`src/rtl/pd_pluse_seq_gen.sv`:
```
// pd_pluse_seq_gen: CPMG-style NMR pulse sequencer.
// Runs pre-delay, excitation pulse, tau, then N refocusing pulses separated
// by a gap. The run starts from one start request and can optionally wait
// for a rising edge of the DDS phase reference. Per-pulse channel masks
// gate the enable bus.
module pd_pluse_seq_gen #(
  parameter int DATA_W = 16,
  parameter int CH_NUM = 2
) (
  input  logic              clk_sys,
  input  logic              rst_n,
  input  logic              pd_pluse_load,
  input  logic [3:0]        pd_pluse_choice,
  input  logic [DATA_W-1:0] pd_pluse_data,
  input  logic              pluse_start,
  input  logic              pluse_stop,
  input  logic              dds,
  output logic [CH_NUM-1:0] en,
  output logic              busy,
  output logic              done,
  output logic [DATA_W-1:0] echo_cnt
);

  localparam logic [2:0] ST_IDLE  = 3'd0;
  localparam logic [2:0] ST_SYNC  = 3'd1;
  localparam logic [2:0] ST_DELAY = 3'd2;
  localparam logic [2:0] ST_P1    = 3'd3;
  localparam logic [2:0] ST_TAU   = 3'd4;
  localparam logic [2:0] ST_P2    = 3'd5;
  localparam logic [2:0] ST_GAP   = 3'd6;
  localparam logic [2:0] ST_FIN   = 3'd7;

  // Timing and mask registers.
  logic [DATA_W-1:0] d_q, d_d, w1_q, w1_d, t_q, t_d;
  logic [DATA_W-1:0] w2_q, w2_d, g_q, g_d, n_q, n_d;
  logic [CH_NUM-1:0] m1_q, m1_d, m2_q, m2_d;
  logic              sync_en_q, sync_en_d;

  // Sequencer state.
  logic [2:0]        state_q, state_d;
  logic [DATA_W-1:0] cnt_q, cnt_d;
  logic [DATA_W-1:0] echo_q, echo_d;
  logic [DATA_W-1:0] echo_inc;
  logic [CH_NUM-1:0] en_q, en_d;
  logic              busy_q, busy_d;
  logic              done_q, done_d;

  // DDS synchroniser chain; sync3 is the edge-detect history register.
  logic sync1_q, sync2_q, sync3_q;
  logic dds_rise;

  assign dds_rise = sync2_q & ~sync3_q;
  assign echo_inc = echo_q + 1'b1;

  // A programmed length of 0 behaves as 1 cycle; the counter holds length-1.
  function automatic logic [DATA_W-1:0] len_m1(input logic [DATA_W-1:0] v);
    return (v == '0) ? '0 : v - 1'b1;
  endfunction

  // Register bank write decode; writes are accepted only while idle.
  always_comb begin
    // NOTE: every combinational output gets a default first so no path
    // leaves it unassigned, which would otherwise infer a latch.
    d_d       = d_q;
    w1_d      = w1_q;
    t_d       = t_q;
    w2_d      = w2_q;
    g_d       = g_q;
    n_d       = n_q;
    m1_d      = m1_q;
    m2_d      = m2_q;
    sync_en_d = sync_en_q;
    if (pd_pluse_load && (state_q == ST_IDLE)) begin
      case (pd_pluse_choice)
        4'd0:    d_d       = pd_pluse_data;
        4'd1:    w1_d      = pd_pluse_data;
        4'd2:    t_d       = pd_pluse_data;
        4'd3:    w2_d      = pd_pluse_data;
        4'd4:    g_d       = pd_pluse_data;
        4'd5:    n_d       = pd_pluse_data;
        4'd6:    m1_d      = pd_pluse_data[CH_NUM-1:0];
        4'd7:    m2_d      = pd_pluse_data[CH_NUM-1:0];
        4'd8:    sync_en_d = pd_pluse_data[0];
        default: ;
      endcase
    end
  end

  // Sequence FSM: next state, phase counter and echo counter.
  always_comb begin
    state_d = state_q;
    cnt_d   = cnt_q;
    echo_d  = echo_q;
    case (state_q)
      ST_IDLE: begin
        if (pluse_start && !pluse_stop) begin
          echo_d = '0;
          if (sync_en_q) begin
            state_d = ST_SYNC;
          end else begin
            state_d = ST_DELAY;
            cnt_d   = len_m1(d_q);
          end
        end
      end
      ST_SYNC: begin
        if (dds_rise) begin
          state_d = ST_DELAY;
          cnt_d   = len_m1(d_q);
        end
      end
      ST_DELAY: begin
        if (cnt_q == '0) begin
          state_d = ST_P1;
          cnt_d   = len_m1(w1_q);
        end else begin
          cnt_d = cnt_q - 1'b1;
        end
      end
      ST_P1: begin
        if (cnt_q == '0) begin
          if (n_q == '0) begin
            state_d = ST_FIN;
          end else begin
            state_d = ST_TAU;
            cnt_d   = len_m1(t_q);
          end
        end else begin
          cnt_d = cnt_q - 1'b1;
        end
      end
      ST_TAU, ST_GAP: begin
        if (cnt_q == '0) begin
          state_d = ST_P2;
          cnt_d   = len_m1(w2_q);
        end else begin
          cnt_d = cnt_q - 1'b1;
        end
      end
      ST_P2: begin
        if (cnt_q == '0) begin
          echo_d = echo_inc;
          if (echo_inc == n_q) begin
            state_d = ST_FIN;
          end else begin
            state_d = ST_GAP;
            cnt_d   = len_m1(g_q);
          end
        end else begin
          cnt_d = cnt_q - 1'b1;
        end
      end
      ST_FIN:  state_d = ST_IDLE;
      default: state_d = ST_IDLE;
    endcase
    // Abort wins over every transition; the echo count keeps its value.
    if (pluse_stop && (state_q != ST_IDLE)) begin
      state_d = ST_IDLE;
      echo_d  = echo_q;
    end
  end

  // Outputs decoded from the next state so they line up with the state cycles.
  always_comb begin
    en_d   = '0;
    busy_d = (state_d != ST_IDLE);
    done_d = (state_d == ST_FIN);
    if (state_d == ST_P1) en_d = m1_q;
    else if (state_d == ST_P2) en_d = m2_q;
  end

  // All state, register bank and output flops.
  always_ff @(posedge clk_sys or negedge rst_n) begin
    if (!rst_n) begin
      d_q       <= '0;
      w1_q      <= '0;
      t_q       <= '0;
      w2_q      <= '0;
      g_q       <= '0;
      n_q       <= '0;
      m1_q      <= '0;
      m2_q      <= '0;
      sync_en_q <= 1'b0;
      state_q   <= ST_IDLE;
      cnt_q     <= '0;
      echo_q    <= '0;
      en_q      <= '0;
      busy_q    <= 1'b0;
      done_q    <= 1'b0;
      sync1_q   <= 1'b0;
      sync2_q   <= 1'b0;
      sync3_q   <= 1'b0;
    end else begin
      // NOTE: non-blocking assignments here so every flop samples the
      // pre-edge values, independent of statement order.
      d_q       <= d_d;
      w1_q      <= w1_d;
      t_q       <= t_d;
      w2_q      <= w2_d;
      g_q       <= g_d;
      n_q       <= n_d;
      m1_q      <= m1_d;
      m2_q      <= m2_d;
      sync_en_q <= sync_en_d;
      state_q   <= state_d;
      cnt_q     <= cnt_d;
      echo_q    <= echo_d;
      en_q      <= en_d;
      busy_q    <= busy_d;
      done_q    <= done_d;
      sync1_q   <= dds;
      sync2_q   <= sync1_q;
      sync3_q   <= sync2_q;
    end
  end

  assign en       = en_q;
  assign busy     = busy_q;
  assign done     = done_q;
  assign echo_cnt = echo_q;

endmodule

```
`config.mk`:
```
export PLATFORM = sky130hd
export DESIGN_NAME = pd_pluse_seq_gen
export DESIGN_NICKNAME = d
export VERILOG_FILES = /design/src/rtl/pd_pluse_seq_gen.sv
export SDC_FILE = /design/constraint.sdc
export NUM_CORES = 1
export LEC_CHECK = 0
export ABC_AREA = 1
export CAP_MARGIN = 20
export CORE_ASPECT_RATIO = 0.9
export CORE_MARGIN = 5
export CORE_UTILIZATION = 35
export DETAILED_ROUTE_END_ITERATION = 8
export MAX_ROUTING_LAYER = met4
export PLACE_DENSITY = 0.61
export SYNTH_ARGS = -nofsm -noshare
export SYNTH_HDL_FRONTEND = slang
export SYNTH_SLANG_ARGS = --single-unit
```
`constraint.sdc`:
```
create_clock -name clk_sys -period 2.4 [get_ports clk_sys]
set_input_delay 0.72 -clock clk_sys [delete_from_list [all_inputs] [get_ports clk_sys]]
set_output_delay 0.72 -clock clk_sys [all_outputs]
set_load 0.03 [all_outputs]
```
==> results summary <==
The count of nets left with antenna violations once routing finished came out at 0. The maximum clock insertion buffer count is 2. The worst-path cell with the longest stage delay is sky130_fd_sc_hd__dfrtp_1. The timing-limited maximum frequency came out at 416.5 MHz. In the final layout, the share of cells above drive strength 1 is 0.1745. The post-layout minimum cycle time came out at 2.401 ns. The category of the worst setup path capture point is a flip-flop. The number of design rule violations left after detail routing is 0. The mean number of vias per cell is 5.264. The setup slack of the most critical reg-to-reg path is -0.001 ns. The classification of the worst setup path is reg -> reg. Global routing finished with a remaining overflow of 0. The number of max-slew violations in the final report was 0. The total CTS buffers is 17. The standard-cell row count came out at 56. The post-synthesis sequential element count came out at 143.

The critical path launch point type is a flip-flop. Ranked by total cell area, the synthesized netlist is headed by sky130_fd_sc_hd__dfrtp_1 38%, sky130_fd_sc_hd__nand2_1 13%, sky130_fd_sc_hd__o21ai_0 8.2%. The placeable core region came out at 26210 sq um. The post-layout net count is 1494. For the worst setup path, the data required time is 2.71 ns. The clock reaches the later pin of the worst-skew pair after 0.43 ns. Along the worst path, the maximum fanout reaches 4. The clock-pin slew on the worst setup and hold paths came out at 0.06 ns. Summing every instance area after synthesis gives 9346 sq um. The total I/O pin count came out at 46. The number of distinct library cells after synthesis is 46. Detailed routing inserted a total of 9586 vias. The startpoint identified for the worst register-to-register timing path is echo_cnt[1]. The worst register-to-register path ends at cnt_q[2]. The clock drives 143 sinks. The portion of the clock cycle consumed by the worst path in the final layout came out at 1.000. The proportion of synthesized flip-flops having asynchronous set or reset is 1.000.

The final weighted congestion of routability-driven global placement came out at 0.9345. The count of flip-flops with a built-in enable after synthesis is 0. The count of cells along the worst register-to-register path is 14. Across the VDD grid, the largest voltage drop is 0.0005283 V. The H-tree generated during clock tree synthesis spans 4 levels. Adding up every negative setup slack in the final design gives -0.001199 ns. Dividing total power by cell area gives a power density of 1101 nW/um^2. The worst-case setup margin in the final layout is -0.001199 ns.

The share of Yosys cell area claimed by the top area cell type came out at 0.3829. The worst hold path belongs to the class in -> async. The tree is rooted in a sky130_fd_sc_hd__clkbuf_16.

The worst setup skew after layout is 0.01043 ns. The vertical extent of the die is 165.0 microns. The aggregate routed wire length came out at 32.31 mm. The count of TritonRoute iterations in the first routing pass is 6.

The floorplan step set the die width to 182.3 microns. Summed over all instances, the cell type with the most area after synthesis is sky130_fd_sc_hd__dfrtp_1. The slew at the pin closest to its max-slew limit is 0.6665 ns. Before CTS, the worst setup slack after placement is -0.05952 ns. The detailed-route wire length per cell is 17.74 microns. By count the netlist is led by 312 x sky130_fd_sc_hd__nand2_1, 153 x sky130_fd_sc_hd__o21ai_0, 151 x sky130_fd_sc_hd__inv_1, 151 x sky130_fd_sc_hd__nor2_1, 143 x sky130_fd_sc_hd__dfrtp_1.

The worst hold slack after final layout came out at 0.2356 ns. The signal on the critical path passes through ha_4 -> nand3_4 -> buf_6 -> nor2_4 -> nand4_1 -> nand2_1 -> nand2_2 -> a21oi_2 -> nand4_1 -> nor2_4 -> nand4_4 -> buf_12 -> o211ai_1 -> nand2_1. Among all flip-flop cells after synthesis, the most frequent one is sky130_fd_sc_hd__dfrtp_1. The wire length of the first global-routing pass is 48.27 mm. Counting every net in the synthesized netlist gives 1362. Headroom to the max-slew limit came out at 0.5542. During synthesis, Yosys emitted a total of 0 warnings. The checks that failed: setup timing. The synthesis-to-finish area growth came out at 28.35%. The flow ran to the end, but the final reports show violations. The initial core utilization came out at 0.3567. The synthesized area per cell came out at 7.033 sq um. The count of final hold-check violations came out at 0. The die footprint came out at 30080 sq um. The half-perimeter wire length of the detailed placement result came out at 23.70 mm. The stage delay of the slowest cell on the critical path came out at 0.40 ns. Entering global routing, the biggest net connects 45 pins. The worst endpoint data arrival time is 2.71 ns. The total leakage power came out at 5.431 nW. The diode insertion count for antenna repair is 0. The first-iteration detailed-routing DRC count came out at 966. Setup repair after global routing could not meet its margin everywhere.

The tool flagged a number of max-cap violations equal to 0. The sequential cell area fraction in the yosys report came out at 0.3829. The number of buffers added on ports is 45. The number of global-route vias before repair came out at 8421. The total setup violations reported at the end of the flow came out at 1.

The combined global-route utilization of all metal layers is 0.2141. The final-layout fill cell count came out at 2573. The number of antenna violations at the first check in global routing came to 0. Among all cell types in the netlist, the one instantiated most often is sky130_fd_sc_hd__nand2_1.

Synthesis produced 1329 cells. TritonCTS built the clock tree.
[cell type report]
class / count / area, sq um / share of cell area
tap: 348 / 435.4 / 0.03630
timing repair buffer: 149 / 1408 / 0.1173
inverter: 157 / 599.3 / 0.04996
multi-input combinational: 993 / 5396 / 0.4498
clock inverter: 8 / 80.08 / 0.006675
sequential: 143 / 3580 / 0.2984
clock buffer: 23 / 498.0 / 0.04151
[repair_timing]
item	CTS	global route
cloned	1	5
resized for setup	4	98
pin swaps	4	38
hold buffers	0	0
setup endpoints to repair	16	40
setup buffers	1	21
[power breakdown]
part / leakage [nW] / internal, mW / total, mW / switching [mW]
Clock: 0.289 / 1.56 / 2.65 / 1.09
Sequential: 1.73 / 3.46 / 4.45 / 0.991
Combinational: 3.41 / 2.34 / 6.11 / 3.77
Total: 5.43 / 7.36 / 13.2 / 5.85
[metrics by stage]
stage	utilization	total power [mW]	area (sq um)	std cells
2_1_floorplan	-	7.971	9346	1329
4_1_cts	0.4332	12.42	11350	1795
3_5_place_dp	0.4096	9.691	10730	1762
3_3_place_gp	0.4096	9.613	10730	1762
5_1_grt	0.4578	14.17	12000	1821
6_report	0.4578	13.21	12000	1821
[state kept, by name (all words and copies together), names as in the netlist, 3 cells and up]
signal / cells
d_q: 16
cnt_q: 16
echo_cnt: 16
state_q: 3
t_q: 16
n_q: 16
w1_q: 16
g_q: 16
w2_q: 16
[layout by cell type (no fill, tap or decap), drive strengths merged, types with 4 or more instances in the layout]
cell	Yosys	final
o22ai	10	10
o21ai	164	164
o2111ai	6	6
xnor2	10	10
clkdlybuf4s50	0	40
or2	7	7
nand3	142	142
ha	7	7
nor3	24	24
clkinv	0	6
buf	16	104
inv	157	158
a21oi	25	25
nor2	162	162
clkbuf	24	24
nor4	8	8
dlymetal6s2s	0	4
nand2	324	327
mux2	8	8
nand4	23	24
dfrtp	143	143
xor2	49	49
o211ai	7	7
[routing by layer]
metal,up-vias,part of all wire,wire [microns],GRT usage
li1,4625,-,-,-
met1,4552,0.46,14840,0.3108
met2,355,0.44,14070,0.3044
met3,54,0.077,2483,0.04052
met4,0,0.029,926,0.06173
met5,-,0,0,-
[critical path, delay by kind of cell (launching register included)]
kind / cells / cell delay (ns)
and+or+nand+nor: 9 / 1.13
buffers and inverters: 2 / 0.34
AOI/OAI and AO/OA: 2 / 0.22
DFF: 1 / 0.40
adders and majority gates: 1 / 0.18
[kinds of logic (layout without fill, tap and decap cells)]
kind of cell | Yosys count | in the layout | synth area share
compound gates | 220 | 220 | 0.1303
xor+xnor | 59 | 59 | 0.05529
fa+ha+maj | 7 | 7 | 0.009370
buf+inv | 197 | 337 | 0.08460
flops | 143 | 143 | 0.3829
mux | 8 | 8 | 0.009639
simple gates | 695 | 699 | 0.3280
[worst max path at each step]
| stage | from | end | slack, ns | depth (start not counted) |
|---|---|---|---|---|
| floorplan | echo_cnt[1] | cnt_q[6] | 0.12 | 14 |
| detailed placement | pluse_stop | echo_cnt[0] | -0.06 | 5 |
| finish | echo_cnt[1] | cnt_q[2] | -0.001 | 14 |
| global route | d_q[0] | cnt_q[3] | -0.10 | 14 |
| CTS | echo_cnt[0] | cnt_q[12] | 0.0001 | 14 |
| global placement | pluse_stop | echo_cnt[0] | -0.09 | 5 |
(Power assumes the default switching activity.)
